**src/rtl/uart_ring_sched_pkg.sv**
```systemverilog
// uart_ring_sched_pkg: shared FSM state encoding, overflow counter width and
// a saturating increment helper for the UART loopback ring-buffer sequencer.
package uart_ring_sched_pkg;

   // Drain sequencer states.
   typedef enum logic [1:0] {
      IDLE    = 2'd0,
      RD_WAIT = 2'd1,
      SEND    = 2'd2,
      TX_WAIT = 2'd3
   } state_t;

   // Width of the optional overflow event counter.
   localparam int OVF_CNT_W = 16;

   // Increment that sticks at all-ones instead of wrapping.
   function automatic logic [OVF_CNT_W-1:0] sat_inc(input logic [OVF_CNT_W-1:0] val);
      logic [OVF_CNT_W-1:0] res;
      if (val == 16'hFFFF) begin
         res = val;
      end else begin
         res = val + 16'd1;
      end
      return res;
   endfunction

endpackage

```
**src/rtl/uart_ring_sched_ptr.sv**
```systemverilog
// uart_ring_sched_ptr: circular-buffer bookkeeping. Holds the write and read
// pointers, the fill level and the full/empty flags, all advanced by a
// write-accept strobe and a read-commit strobe. A write request that arrives
// while full is reported as a one-cycle overflow pulse in the next cycle.
module uart_ring_sched_ptr
   import uart_ring_sched_pkg::*;
#(
   parameter int ADDR_W = 8
) (
   input  logic              clk,
   input  logic              reset_n,
   input  logic              wr_accept,
   input  logic              wr_drop,
   input  logic              rd_commit,
   output logic [ADDR_W-1:0] wr_ptr,
   output logic [ADDR_W-1:0] rd_ptr,
   output logic [ADDR_W:0]   level,
   output logic              full,
   output logic              empty,
   output logic              overflow
);

   localparam logic [ADDR_W:0]   LVL_ONE   = {{ADDR_W{1'b0}}, 1'b1};
   localparam logic [ADDR_W:0]   LVL_DEPTH = {1'b1, {ADDR_W{1'b0}}};
   localparam logic [ADDR_W:0]   LVL_ZERO  = {(ADDR_W+1){1'b0}};
   localparam logic [ADDR_W-1:0] PTR_ONE   = {{(ADDR_W-1){1'b0}}, 1'b1};
   localparam logic [ADDR_W-1:0] PTR_ZERO  = {ADDR_W{1'b0}};

   logic [ADDR_W-1:0] wr_ptr_r;
   logic [ADDR_W-1:0] rd_ptr_r;
   logic [ADDR_W:0]   level_r;
   logic [ADDR_W:0]   level_next_s;
   logic              full_r;
   logic              empty_r;
   logic              overflow_r;

   // Next fill level: a simultaneous write and read commit cancel out.
   always_comb begin
      level_next_s = level_r;
      case ({wr_accept, rd_commit})
         2'b10:   level_next_s = level_r + LVL_ONE;
         2'b01:   level_next_s = level_r - LVL_ONE;
         default: level_next_s = level_r;
      endcase
   end

   // Pointer, level, flag and overflow-pulse registers; pointers wrap naturally.
   always_ff @(posedge clk or negedge reset_n) begin
      if (!reset_n) begin
         wr_ptr_r   <= PTR_ZERO;
         rd_ptr_r   <= PTR_ZERO;
         level_r    <= LVL_ZERO;
         full_r     <= 1'b0;
         empty_r    <= 1'b1;
         overflow_r <= 1'b0;
      end else begin
         if (wr_accept) begin
            wr_ptr_r <= wr_ptr_r + PTR_ONE;
         end
         if (rd_commit) begin
            rd_ptr_r <= rd_ptr_r + PTR_ONE;
         end
         level_r    <= level_next_s;
         full_r     <= (level_next_s == LVL_DEPTH);
         empty_r    <= (level_next_s == LVL_ZERO);
         overflow_r <= wr_drop;
      end
   end

   assign wr_ptr   = wr_ptr_r;
   assign rd_ptr   = rd_ptr_r;
   assign level    = level_r;
   assign full     = full_r;
   assign empty    = empty_r;
   assign overflow = overflow_r;

endmodule

```
**src/rtl/uart_ring_sched.sv**
```systemverilog
// uart_ring_sched: sequencer running the UART loopback dual-port RAM as a
// circular buffer. Received bytes are written at the write pointer; while
// running, stored bytes are read (waiting out the RAM read latency) and handed
// to the UART transmitter one at a time. A key press toggles draining.
// Optional build macro UART_RING_OVF_CNT_EN adds a saturating 16-bit ovf_cnt
// output counting dropped bytes.
module uart_ring_sched
   import uart_ring_sched_pkg::*;
#(
   parameter int ADDR_W = 8,
   parameter int RD_LAT = 3
) (
   input  logic              clk,
   input  logic              reset_n,
   input  logic              rx_done,
   input  logic              tx_done,
   input  logic              key_flag,
   input  logic              key_state,
   output logic              wea,
   output logic [ADDR_W-1:0] addra,
   output logic [ADDR_W-1:0] addrb,
   output logic              send_en,
   output logic              empty,
   output logic              full,
   output logic [ADDR_W:0]   level,
   output logic              overflow,
`ifdef UART_RING_OVF_CNT_EN
   output logic [OVF_CNT_W-1:0] ovf_cnt,
`endif
   output logic              running
);

   // Counter wide enough to hold RD_LAT-1.
   localparam int CNT_W = (RD_LAT > 1) ? $clog2(RD_LAT) : 1;
   localparam logic [CNT_W-1:0] CNT_LOAD = CNT_W'(RD_LAT - 1);
   localparam logic [CNT_W-1:0] CNT_ONE  = CNT_W'(1'b1);
   localparam logic [CNT_W-1:0] CNT_ZERO = {CNT_W{1'b0}};

   state_t            state_r;
   logic [CNT_W-1:0]  cnt_r;
   logic              send_en_r;
   logic              running_r;
   logic              toggle_s;
   logic              rd_commit_s;
   logic              wr_drop_s;

   assign toggle_s    = key_flag & ~key_state;
   assign wea         = rx_done & ~full;
   assign wr_drop_s   = rx_done & full;
   assign rd_commit_s = (state_r == TX_WAIT) & tx_done;

   uart_ring_sched_ptr #(
      .ADDR_W (ADDR_W)
   ) u_ptr (
      .clk       (clk),
      .reset_n   (reset_n),
      .wr_accept (wea),
      .wr_drop   (wr_drop_s),
      .rd_commit (rd_commit_s),
      .wr_ptr    (addra),
      .rd_ptr    (addrb),
      .level     (level),
      .full      (full),
      .empty     (empty),
      .overflow  (overflow)
   );

   // Run/pause flag flips on every debounced key press.
   always_ff @(posedge clk or negedge reset_n) begin
      if (!reset_n) begin
         running_r <= 1'b0;
      end else begin
         running_r <= running_r ^ toggle_s;
      end
   end

   // Drain FSM: wait out RAM latency, pulse send_en, hold until tx_done commits.
   always_ff @(posedge clk or negedge reset_n) begin
      if (!reset_n) begin
         state_r   <= IDLE;
         cnt_r     <= CNT_ZERO;
         send_en_r <= 1'b0;
      end else begin
         send_en_r <= 1'b0;
         case (state_r)
            IDLE: begin
               if (running_r && !empty) begin
                  state_r <= RD_WAIT;
                  cnt_r   <= CNT_LOAD;
               end
            end
            RD_WAIT: begin
               if (cnt_r == CNT_ZERO) begin
                  state_r   <= SEND;
                  send_en_r <= 1'b1;
               end else begin
                  cnt_r <= cnt_r - CNT_ONE;
               end
            end
            SEND: begin
               state_r <= TX_WAIT;
            end
            TX_WAIT: begin
               if (tx_done) begin
                  state_r <= IDLE;
               end
            end
            default: begin
               state_r <= IDLE;
               cnt_r   <= CNT_ZERO;
            end
         endcase
      end
   end

`ifdef UART_RING_OVF_CNT_EN
   logic [OVF_CNT_W-1:0] ovf_cnt_r;

   // Dropped-byte counter, restarted whenever draining is resumed.
   always_ff @(posedge clk or negedge reset_n) begin
      if (!reset_n) begin
         ovf_cnt_r <= {OVF_CNT_W{1'b0}};
      end else if (toggle_s && !running_r) begin
         ovf_cnt_r <= {OVF_CNT_W{1'b0}};
      end else if (overflow) begin
         ovf_cnt_r <= sat_inc(ovf_cnt_r);
      end
   end

   assign ovf_cnt = ovf_cnt_r;
`endif

   assign send_en = send_en_r;
   assign running = running_r;

endmodule

```
**config.mk**
```make
export PLATFORM = sky130hd
export DESIGN_NAME = uart_ring_sched
export DESIGN_NICKNAME = d
export VERILOG_FILES = /design/src/rtl/uart_ring_sched_pkg.sv /design/src/rtl/uart_ring_sched_ptr.sv /design/src/rtl/uart_ring_sched.sv
export SDC_FILE = /design/constraint.sdc
export NUM_CORES = 1
export LEC_CHECK = 0
export BUFFER_PORTS_ARGS = -buffer_cell sky130_fd_sc_hd__buf_4
export CORE_UTILIZATION = 60
export CTS_CLUSTER_SIZE = 8
export DETAILED_ROUTE_END_ITERATION = 8
export PLACE_DENSITY = 0.85
export REMOVE_ABC_BUFFERS = 1
export SETUP_SLACK_MARGIN = 0.5
export SLEW_MARGIN = 20
export SYNTH_ARGS = -nofsm -noshare
export SYNTH_HDL_FRONTEND = slang
export SYNTH_SLANG_ARGS = --single-unit
```
**constraint.sdc**
```tcl
create_clock -name clk -period 8.95 [get_ports clk]
set_input_delay 1.79 -clock clk [delete_from_list [all_inputs] [get_ports clk]]
set_output_delay 1.79 -clock clk [all_outputs]
set_load 0.005 [all_outputs]
```
==> summary.txt <==
Logic synthesis
  • Most frequent cells after synthesis: dfrtp_1, nand2_1, xnor2_1
  • Synth top area share: 40.2%
  • Dominant synthesized flop cell: dfrtp_1
  • Register bit total from synthesis: 34
  • Synth unique cells: 54
  • Cells after Synth: 218
  • Post-synthesis mux area share: 1.52%
  • EDFF count, synth: 0
  • Cell Area, Synth: 2050 um2
  • Avg Cell Area, Syn: 9.41 um2
  • Post-Synth Adder-Cell Area: 6.10%
  • Compound-Gate Fraction of Synth Area: 13.5%
  • Top-count cell post-synth: dfrtp_1
  • Cell taking the most area after synthesis: dfrtp_1
  • Seq/Total Area, Yosys: 41.5%
  • Top cells by area, synth: dfrtp_1, xnor2_1, ha_1, xor2_1, nand2_1
  • Largest family of logic cells by synthesized area: simple AND/OR/NAND/NOR gates
  • Asr flop ratio synth: 100%
  • Post-synthesis xor/xnor area fraction: 11.5%
  • Synth warn: 0
  • Simple-Gate Fraction of Synth Area: 20.2%

Critical path
  • Cell mode on critical path: buf_4
  • Critical path endpoint category: output port
  • Cell chain of the critical path: buf_4, nand2b_1, inv_2, buf_4
  • WP buf/inv: 3
  • Critical path required time: 7160 ps
  • CP top delay family: buffers and inverters
  • Worst stage delay on the critical path: 330 ps
  • Reg-to-reg slack, setup: 5650 ps
  • Slowest-stage cell, CP: nand2b_1
  • CP max FO: 11
  • Worst EP arrival: 2610 ps
  • Critical Path Start Type: primary input
  • CP Class: in2out

Power and ir drop
  • P per Cell Area: 313 nW/um2
  • Static Leak: 1.09 nW
  • Peak VDD IR: 0.242 mV
  • Pwr Total: 0.743 mW

Clock network
  • Cts repair resizes: 0
  • Post-CTS Setup Inserts: 0
  • Hold_buf cts: 0
  • Clock tree buffer depth: 2
  • Clock transition at the registers of the reported paths: 100 ps
  • TritonCTS clock tree: built
  • Number of CTS-inserted buffers: 5
  • CTS H-Tree Depth: 2
  • # clock sinks: 34
  • Clk root buf: clkbuf_4
  • Clk_lat worst skew: 330 ps

Timing
  • Final setup vio count: 0
  • Setup TNS Final: 0 ps
  • Slew @ Worst Pin: 704 ps
  • Unrepaired setup endpoints after global routing: no
  • Maximum clock frequency: 0.227 GHz
  • Hold Vio Cnt, Final: 0
  • Clock skew: 8.79 ps
  • Rel. slew slack: 52.9%
  • Tcrit/Tclk final: 49.2%
  • Tmin final: 4400 ps
  • Slew Viols, Final: 0

Cells and area
  • Cell area after layout: 2370 um2
  • Layout area overhead: 15.5%
  • Area occupied by multi-input gates: 1090 um2
  • Filler cells: 254
  • Share of cells above drive strength 1: 20.5%
  • ANT cells: 0
  • Seq. cell area: 852 um2
  • Nets@finish: 264

Floorplan
  • Num ports: 37
  • Std-Cell Rows: 20
  • Die ar.: 3660 um2
  • Chip width: 60.5 um
  • Chip height: 60.5 um
  • Initial Util: 65.1%
  • Core area: 3150 um2

Status
  • Status: finished clean

Place
  • GP Congestion: 0.900
  • Hpwl dp: 3010 um
  • Placed cell areas: 2310 um2
  • # port buffers: 36

GRT
  • First-pass GRT wire length: 7220 um
  • Initial antenna violation count: 0
  • Gr ovfl total: 0
  • Total GRT Usage: 26.5%
  • Vias in the first global route: 1614
  • Largest net degree at the start of global routing: 35

Hold path
  • Tightest Hold Check Type: reg2reg

Job
  • Maxcap violations: 0

Route
  • Initial DRC count: 84
  • Vias/cell: 5.84
  • DR pass1 iterations: 4
  • Final ANT Viol Nets: 0
  • Vias: 1711
  • Drt wl/cell: 14.8 um
  • Final wirelength: 4340 um
  • DRC viols: 0
## final timing paths
| check | from | to | cells after the start |
|---|---|---|---|
| max | rx_done | wea | 4 |
| min | u_ptr.rd_ptr[7] | u_ptr.rd_ptr[7] | 1 |
| max reg2reg | state_r[0] | u_ptr.empty | 11 |
| min reg2reg | u_ptr.rd_ptr[7] | u_ptr.rd_ptr[7] | 1 |
| max in group asynchronous | reset_n | u_ptr.empty | 1 |
| min in group asynchronous | reset_n | u_ptr.wr_ptr[1] | 1 |
## cells by family after synthesis
family,count (synthesis)
muxes,3
xor gates and xnor gates,27
adders and majority gates,10
buffers and inverters,26
and+or+nand+nor,77
DFF,34
AOI/OAI and AO/OA,41
## cell usage in the layout, fill, tap and decap left out, types with 4 or more instances in the layout
cell and instances:
nand4_1 4, inv_1 11, dfrtp_1 33, ha_1 10, xnor2_1 17, clkbuf_4 5
o21ai_0 12, xor2_1 10, nor2_1 14, nand3_1 8, a21oi_1 7, nand2_1 20
nor3_1 4, buf_4 36
## registers in the layout, indices dropped and copies added (netlist names)
register,count
u_ptr.level,9
u_ptr.rd_ptr,8
u_ptr.wr_ptr,8
cnt_r,2
state_r,2
running,1
send_en,1
u_ptr.empty,1
u_ptr.full,1
u_ptr.overflow,1
## power breakdown
part	switching [mW]	total (mW)	internal, mW
logic	0.165	0.343	0.178
registers	0.102	0.312	0.210
clock network	0.0495	0.0882	0.0388
total	0.316	0.743	0.427
## metrics by stage
stage,hold slack [ps],util [%],instances,worst slack [ps]
finish,473,75.2,293,4550
global placement,461,73.3,285,4540
floorplan,465,-,205,4910
CTS,477,75.2,293,4550
global route,485,75.2,293,4490
detailed placement,463,73.3,285,4430
## layer usage
metal  track usage, %  up-vias  share of wire (%)
met3             5.76       14                6.5
met5                0        -                  0
met1             35.1      802                 45
li1                 -      823                  -
met4             10.4        0                1.8
met2             42.4       72                 46
## area by class of cell
class	instances	area share, %
Sequential cell	34	35.9
Clock buffer	8	2.48
Multi-Input combinational cell	158	45.8
Inverter	13	2.06
Timing Repair Buffer	36	11.4
Tap cell	44	2.32
(Power assumes the default switching activity.)
